[config.mk]
export PLATFORM = sky130hd
export DESIGN_NAME = instruction_fetch_unit
export DESIGN_NICKNAME = d
export VERILOG_FILES = /design/src/rtl/instruction_fetch_unit.sv
export SDC_FILE = /design/constraint.sdc
export NUM_CORES = 1
export LEC_CHECK = 0
export CAP_MARGIN = 20
export CORE_MARGIN = 1
export CORE_UTILIZATION = 49
export CTS_BUF_LIST = sky130_fd_sc_hd__clkbuf_4 sky130_fd_sc_hd__clkbuf_8
export DETAILED_ROUTE_END_ITERATION = 6
export HOLD_SLACK_MARGIN = 0.1
export PLACE_DENSITY = 0.87
export REMOVE_ABC_BUFFERS = 1
export SYNTH_ARGS = -nofsm -noshare
export SYNTH_HDL_FRONTEND = slang
export SYNTH_SLANG_ARGS = --single-unit
[constraint.sdc]
create_clock -name CLK -period 4.7 [get_ports CLK]
set_input_delay 0.94 -clock CLK [delete_from_list [all_inputs] [get_ports CLK]]
set_output_delay 0.94 -clock CLK [all_outputs]
set_load 0.005 [all_outputs]
[src/rtl/instruction_fetch_unit.sv]
// -----------------------------------------------------------------------------
// instruction_fetch_unit
//
// Purpose:
//   Single-stage instruction fetch front end. It issues a word-aligned fetch
//   address to a synchronous instruction memory and presents the returned
//   instruction to decode, together with its PC and a valid flag. It supports:
//   - decode back-pressure (STALL), with a one-entry hold buffer;
//   - control-flow redirects (REDIRECT), with a one-cycle bubble penalty;
//   - synchronous reset to a parameterised start address.
//
// Ports:
//   CLK          in   1   clock, all state updates on the rising edge
//   RESET        in   1   synchronous, active-high reset
//   IMEM_ADDR    out  32  fetch address to instruction memory (register pc_req)
//   IMEM_INSTR   in   32  memory data, mem[IMEM_ADDR] captured at previous edge
//   STALL        in   1   decode cannot accept; hold the current IF output
//   REDIRECT     in   1   taken branch/jump; restart fetch at REDIRECT_PC
//   REDIRECT_PC  in   32  redirect target (low two bits ignored)
//   IF_PC        out  32  PC of the instruction on IF_INSTR (register pc_out)
//   IF_INSTR     out  32  held instruction when hold_vld=1, else IMEM_INSTR
//   IF_VALID     out  1   IF_PC/IF_INSTR carry a real instruction (vld_out)
//
// Operating states, decoded from the registers:
//   BUBBLE : vld_out=0
//   RUN    : vld_out=1, hold_vld=0
//   HELD   : vld_out=1, hold_vld=1
// -----------------------------------------------------------------------------
module instruction_fetch_unit #(
  parameter logic [31:0] RESET_PC = 32'h0000_0000
) (
  input  logic        CLK,
  input  logic        RESET,
  output logic [31:0] IMEM_ADDR,
  input  logic [31:0] IMEM_INSTR,
  input  logic        STALL,
  input  logic        REDIRECT,
  input  logic [31:0] REDIRECT_PC,
  output logic [31:0] IF_PC,
  output logic [31:0] IF_INSTR,
  output logic        IF_VALID
);

  // Fetch-request and fetch-output registers.
  logic [31:0] pc_req;
  logic [31:0] pc_out;
  logic        vld_out;
  logic [31:0] hold_instr;
  logic        hold_vld;

  logic [31:0] w_redirect_tgt;
  logic [31:0] w_pc_next;

  // Targets are forced to word alignment; masking (rather than slicing) keeps
  // every bit of REDIRECT_PC in use.
  assign w_redirect_tgt = REDIRECT_PC & 32'hFFFF_FFFC;

  // Sequential fetch; 32-bit modulo so 32'hFFFF_FFFC wraps to 0.
  assign w_pc_next = pc_req + 32'd4;

  // ---- request stage -> output stage boundary ----
  // Priority: RESET > REDIRECT > STALL > normal advance.
  always_ff @(posedge CLK) begin
    if (RESET) begin
      pc_req     <= RESET_PC;
      pc_out     <= 32'h0000_0000;
      vld_out    <= 1'b0;
      hold_vld   <= 1'b0;
      hold_instr <= 32'h0000_0000;
    end else if (REDIRECT) begin
      // The word arriving next cycle belongs to the old path, so the output
      // goes invalid for one cycle and any held instruction is dropped.
      pc_req   <= w_redirect_tgt;
      pc_out   <= pc_req;
      vld_out  <= 1'b0;
      hold_vld <= 1'b0;
    end else if (STALL) begin
      // Memory returns a new word on every edge, so the word currently on
      // IMEM_INSTR must be captured on the first stalled edge or it is lost.
      // Later stalled edges leave everything alone.
      if (!hold_vld) begin
        hold_instr <= IMEM_INSTR;
        hold_vld   <= 1'b1;
      end
    end else begin
      // Normal advance (also the stall-release edge): the instruction on the
      // output is consumed and pc_req's word, now arriving from memory,
      // becomes the new output.
      pc_out   <= pc_req;
      vld_out  <= 1'b1;
      pc_req   <= w_pc_next;
      hold_vld <= 1'b0;
    end
  end

  // ---- output stage ----
  assign IMEM_ADDR = pc_req;
  assign IF_PC     = pc_out;
  assign IF_VALID  = vld_out;
  assign IF_INSTR  = hold_vld ? hold_instr : IMEM_INSTR;

endmodule
==> tab_implementation.tex <==
\begin{tabular}{lr}
\hline
Metric & Value \\
\hline
\multicolumn{2}{l}{\textbf{Run status}} \\
Result of the run & completed \\
\multicolumn{2}{l}{\textbf{Placed design}} \\
HPWL after detailed placement & 8040 um \\
Port Buffer Count & 158 \\
Post-placement cell count & 776 \\
Final RePlAce weighted congestion & 0.767 \\
\multicolumn{2}{l}{\textbf{Synthesis}} \\
Biggest area contributors in the synthesized netlist & sky130\_fd\_sc\_hd\_\_dfxtp\_1 (43\%), sky130\_fd\_sc\_hd\_\_mux2\_2 (8.2\%), sky130\_fd\_sc\_hd\_\_nor2\_1 (7.3\%), sky130\_fd\_sc\_hd\_\_nand2\_1 (6.3\%), sky130\_fd\_sc\_hd\_\_nor3\_1 (5.0\%) \\
XOR/XNOR share of the synthesized area & roughly 2.2\% \\
Commonest cells post-synth & sky130\_fd\_sc\_hd\_\_dfxtp\_1 (94), sky130\_fd\_sc\_hd\_\_nor2\_1 (86), sky130\_fd\_sc\_hd\_\_nand2\_1 (74), sky130\_fd\_sc\_hd\_\_nor3\_1 (44), sky130\_fd\_sc\_hd\_\_clkbuf\_1 (37) \\
Library cell with the largest summed area after synthesis & sky130\_fd\_sc\_hd\_\_dfxtp\_1 \\
Main combinational cell family by area after synthesis & simple AND/OR/NAND/NOR gates \\
Synthesis-stage register bit count & 94 \\
Cell with the most instances after synthesis & sky130\_fd\_sc\_hd\_\_dfxtp\_1 \\
Ys Warns & 0 \\
Post-Synth Simple-Gate Area & between 20\% and 30\% \\
Fraction of the yosys area taken by sequential cells & 42.6\% \\
Share of flip-flops with an asynchronous set or reset after synthesis & 0\% \\
Mapped Avg Cell Area & between 8 and 9 um\^{}2 \\
Distinct cell type count after synthesis & 45 \\
Count of flip-flops with a built-in enable after synthesis & 0 \\
Complex-gate fraction of the synthesized area & 12.2\% \\
Summed instance area of the synthesized netlist & 4420 um\^{}2 \\
Cells after synthesis & 549 \\
Proportion of netlist area held by the largest area contributor & 42.6\% \\
Adder-cell share of the synthesized area & 0.283\% \\
Portion of netlist area occupied by mux cells & 8.39\% \\
Post-synth top flop & sky130\_fd\_sc\_hd\_\_dfxtp\_1 \\
\multicolumn{2}{l}{\textbf{Layout}} \\
Signed area change from the synthesized netlist to the final layout & 40.5\% \\
Final net count & 748 \\
Antenna Diode Count & 0 \\
Ratio of cells with drive above 1 in the final layout & 8.92\% \\
Finished Layout Cells & roughly 800 \\
\multicolumn{2}{l}{\textbf{Clocking}} \\
Post\_cts resized & 0 \\
Maximum clock insertion buffer count & 2 \\
TritonCTS clock tree & built \\
\# H-tree levels & 3 \\
Clock Latency Late Sink & roughly 360 ps \\
Total setup buffers inserted after CTS & 0 \\
Cell chosen for the clock root & sky130\_fd\_sc\_hd\_\_clkbuf\_8 \\
Hold-fix buffers at CTS & 0 \\
Clock slew at the register clock pins of the worst setup and hold paths & around 80 ps \\
Clock sink count & 94 \\
TritonCTS Buffers & 9 \\
\multicolumn{2}{l}{\textbf{Route}} \\
Final routed DRC violation total & 0 \\
Routed vias & 4347 \\
DR iter-0 viols & 198 \\
Vias per cell & 5.49 \\
Number of antenna-violating nets in the routed design & 0 \\
Post-Route WL & 11900 um \\
Length of the first detailed-routing pass in iterations & 4 \\
Average wire length per cell after detail routing & 15.0 um \\
\multicolumn{2}{l}{\textbf{Floorplan}} \\
Overall die width & 96.9 um \\
Area of the die & 9400 um\^{}2 \\
Boundary Pins & about 170 \\
Placeable Area & 8720 um\^{}2 \\
Effective utilization at floorplan & roughly 51\% \\
Chip Height & 96.9 um \\
Number of placement rows & 34 \\
\multicolumn{2}{l}{\textbf{Global routing}} \\
Vias in the first global route & 4097 \\
Maximum number of pins on one net before global-route repair & 99 \\
Total congestion overflow after global routing & 0 \\
Overall track demand over capacity in global routing & 25.0\% \\
Antenna violations before repair & 0 \\
Wire length of the first global-routing pass & between 15000 and 20000 um \\
\multicolumn{2}{l}{\textbf{Critical path}} \\
Arrival time of the worst setup path & 2090 ps \\
Type of the setup path with the least slack & in -> out \\
Required time at the endpoint of the critical path & 3760 ps \\
Sort of element at the start of the critical path & input pin \\
Type of element capturing the critical path & output pin \\
FF-to-FF setup slack & 2580 ps \\
Max Fanout on Critical Path & 2 \\
\multicolumn{2}{l}{\textbf{STA}} \\
Final number of setup-violating endpoints & 0 \\
Worst Max-Slew Pin Slew & 1020 ps \\
Worst clock skew on the final layout & 12.9 ps \\
FMAX & 330 MHz \\
Normalized max-slew margin & between 30\% and 40\% \\
Worst hold margin & 454 ps \\
Number of hold violations in the final report & 0 \\
Fin. max-slew vios & 0 \\
Setup repair after global routing missed its margin & no \\
Clock period minus final worst setup slack & between 3000 and 4000 ps \\
Final Cycle Share & 64.5\% \\
Setup TNS & 0 ps \\
\multicolumn{2}{l}{\textbf{Run}} \\
Count of max-cap constraint violations & 0 \\
\multicolumn{2}{l}{\textbf{Power and ir drop}} \\
Cell area power density & 282 nW/um\^{}2 \\
Leakage Power & 0.00224 uW \\
VDD IR max & 0.000175 V \\
\multicolumn{2}{l}{\textbf{Hold path}} \\
Min-delay worst type & reg -> reg \\
\hline
\end{tabular}
==> critical path, stage by stage <==
cell and delay [ps]:
sky130_fd_sc_hd__clkdlybuf4s50_1 410, sky130_fd_sc_hd__mux2_2 280, sky130_fd_sc_hd__clkdlybuf4s50_1 460
==> power by group <==
part           leakage (uW)  internal [uW]  switching, uW
Clock              0.000100            259            286
Sequential         0.000774            844           46.4
Combinational       0.00137            191            126
Total               0.00224           1290            458
==> cells by family after synthesis <==
group	count (synthesis)
compound gates	81
other cells	1
flops	94
xor+xnor	11
simple gates	266
buf+inv	62
mux	33
fa+ha+maj	1
==> worst paths after layout <==
path | startpoint | endpoint | cells after the start
max reg2reg | IMEM_ADDR[5]$_SDFFE_PP0N_ | IMEM_ADDR[25]$_SDFFE_PP0N_ | 4
min reg2reg | IF_PC[21]$_SDFFE_PP0N_ | IF_PC[21]$_SDFFE_PP0N_ | 2
min | IF_PC[21]$_SDFFE_PP0N_ | IF_PC[21]$_SDFFE_PP0N_ | 2
max | IMEM_INSTR[18] | IF_INSTR[18] | 3
==> metrics by stage <==
step	instance area [um^2]	setup WS, ps	utilization (%)	total power [uW]
3_5_place_dp	6010	1370	68.9	1230
4_1_cts	6200	1660	71.1	1770
5_1_grt	6200	1610	71.1	1830
2_1_floorplan	4220	1370	-	1020
6_report	6200	1670	71.1	1750
3_3_place_gp	5990	1490	68.6	1210
==> state kept, by name, summed over array words and instances, names as in the netlist <==
register	count
IF_VALID	1
IMEM_ADDR	30
hold_instr	32
IF_PC	30
hold_vld	1
==> area by class of cell <==
type                            count  area, um^2
Tap cell                          108         135
Multi-Input combinational cell    396        2300
Clock inverter                      5        60.1
Sequential cell                    94        1880
Fill cell                         667        2520
Timing Repair Buffer              165        1640
Inverter                           13        48.8
Clock buffer                       11         139
==> routing by layer <==
layer / part of all wire (%) / global-route usage [%]
met2: 48 / 41.9
met5: 0 / 0
met4: 1.8 / 8.84
met1: 43 / 31.4
met3: 6.9 / 5.56
==> cells in the final DEF, fill, tap and decap left out, types with 7 or more instances in the layout <==
cell type / instances
sky130_fd_sc_hd__inv_1: 12
sky130_fd_sc_hd__nor2_1: 86
sky130_fd_sc_hd__a21oi_1: 35
sky130_fd_sc_hd__nand3_1: 11
sky130_fd_sc_hd__clkbuf_8: 9
sky130_fd_sc_hd__mux2_2: 32
sky130_fd_sc_hd__and4_1: 8
sky130_fd_sc_hd__dfxtp_1: 94
sky130_fd_sc_hd__clkdlybuf4s50_1: 157
sky130_fd_sc_hd__nand2_1: 73
sky130_fd_sc_hd__buf_4: 7
sky130_fd_sc_hd__nor3_1: 44
sky130_fd_sc_hd__a211oi_1: 16
sky130_fd_sc_hd__nand4_1: 8
No activity file was read; power rests on OpenSTA's default activity.
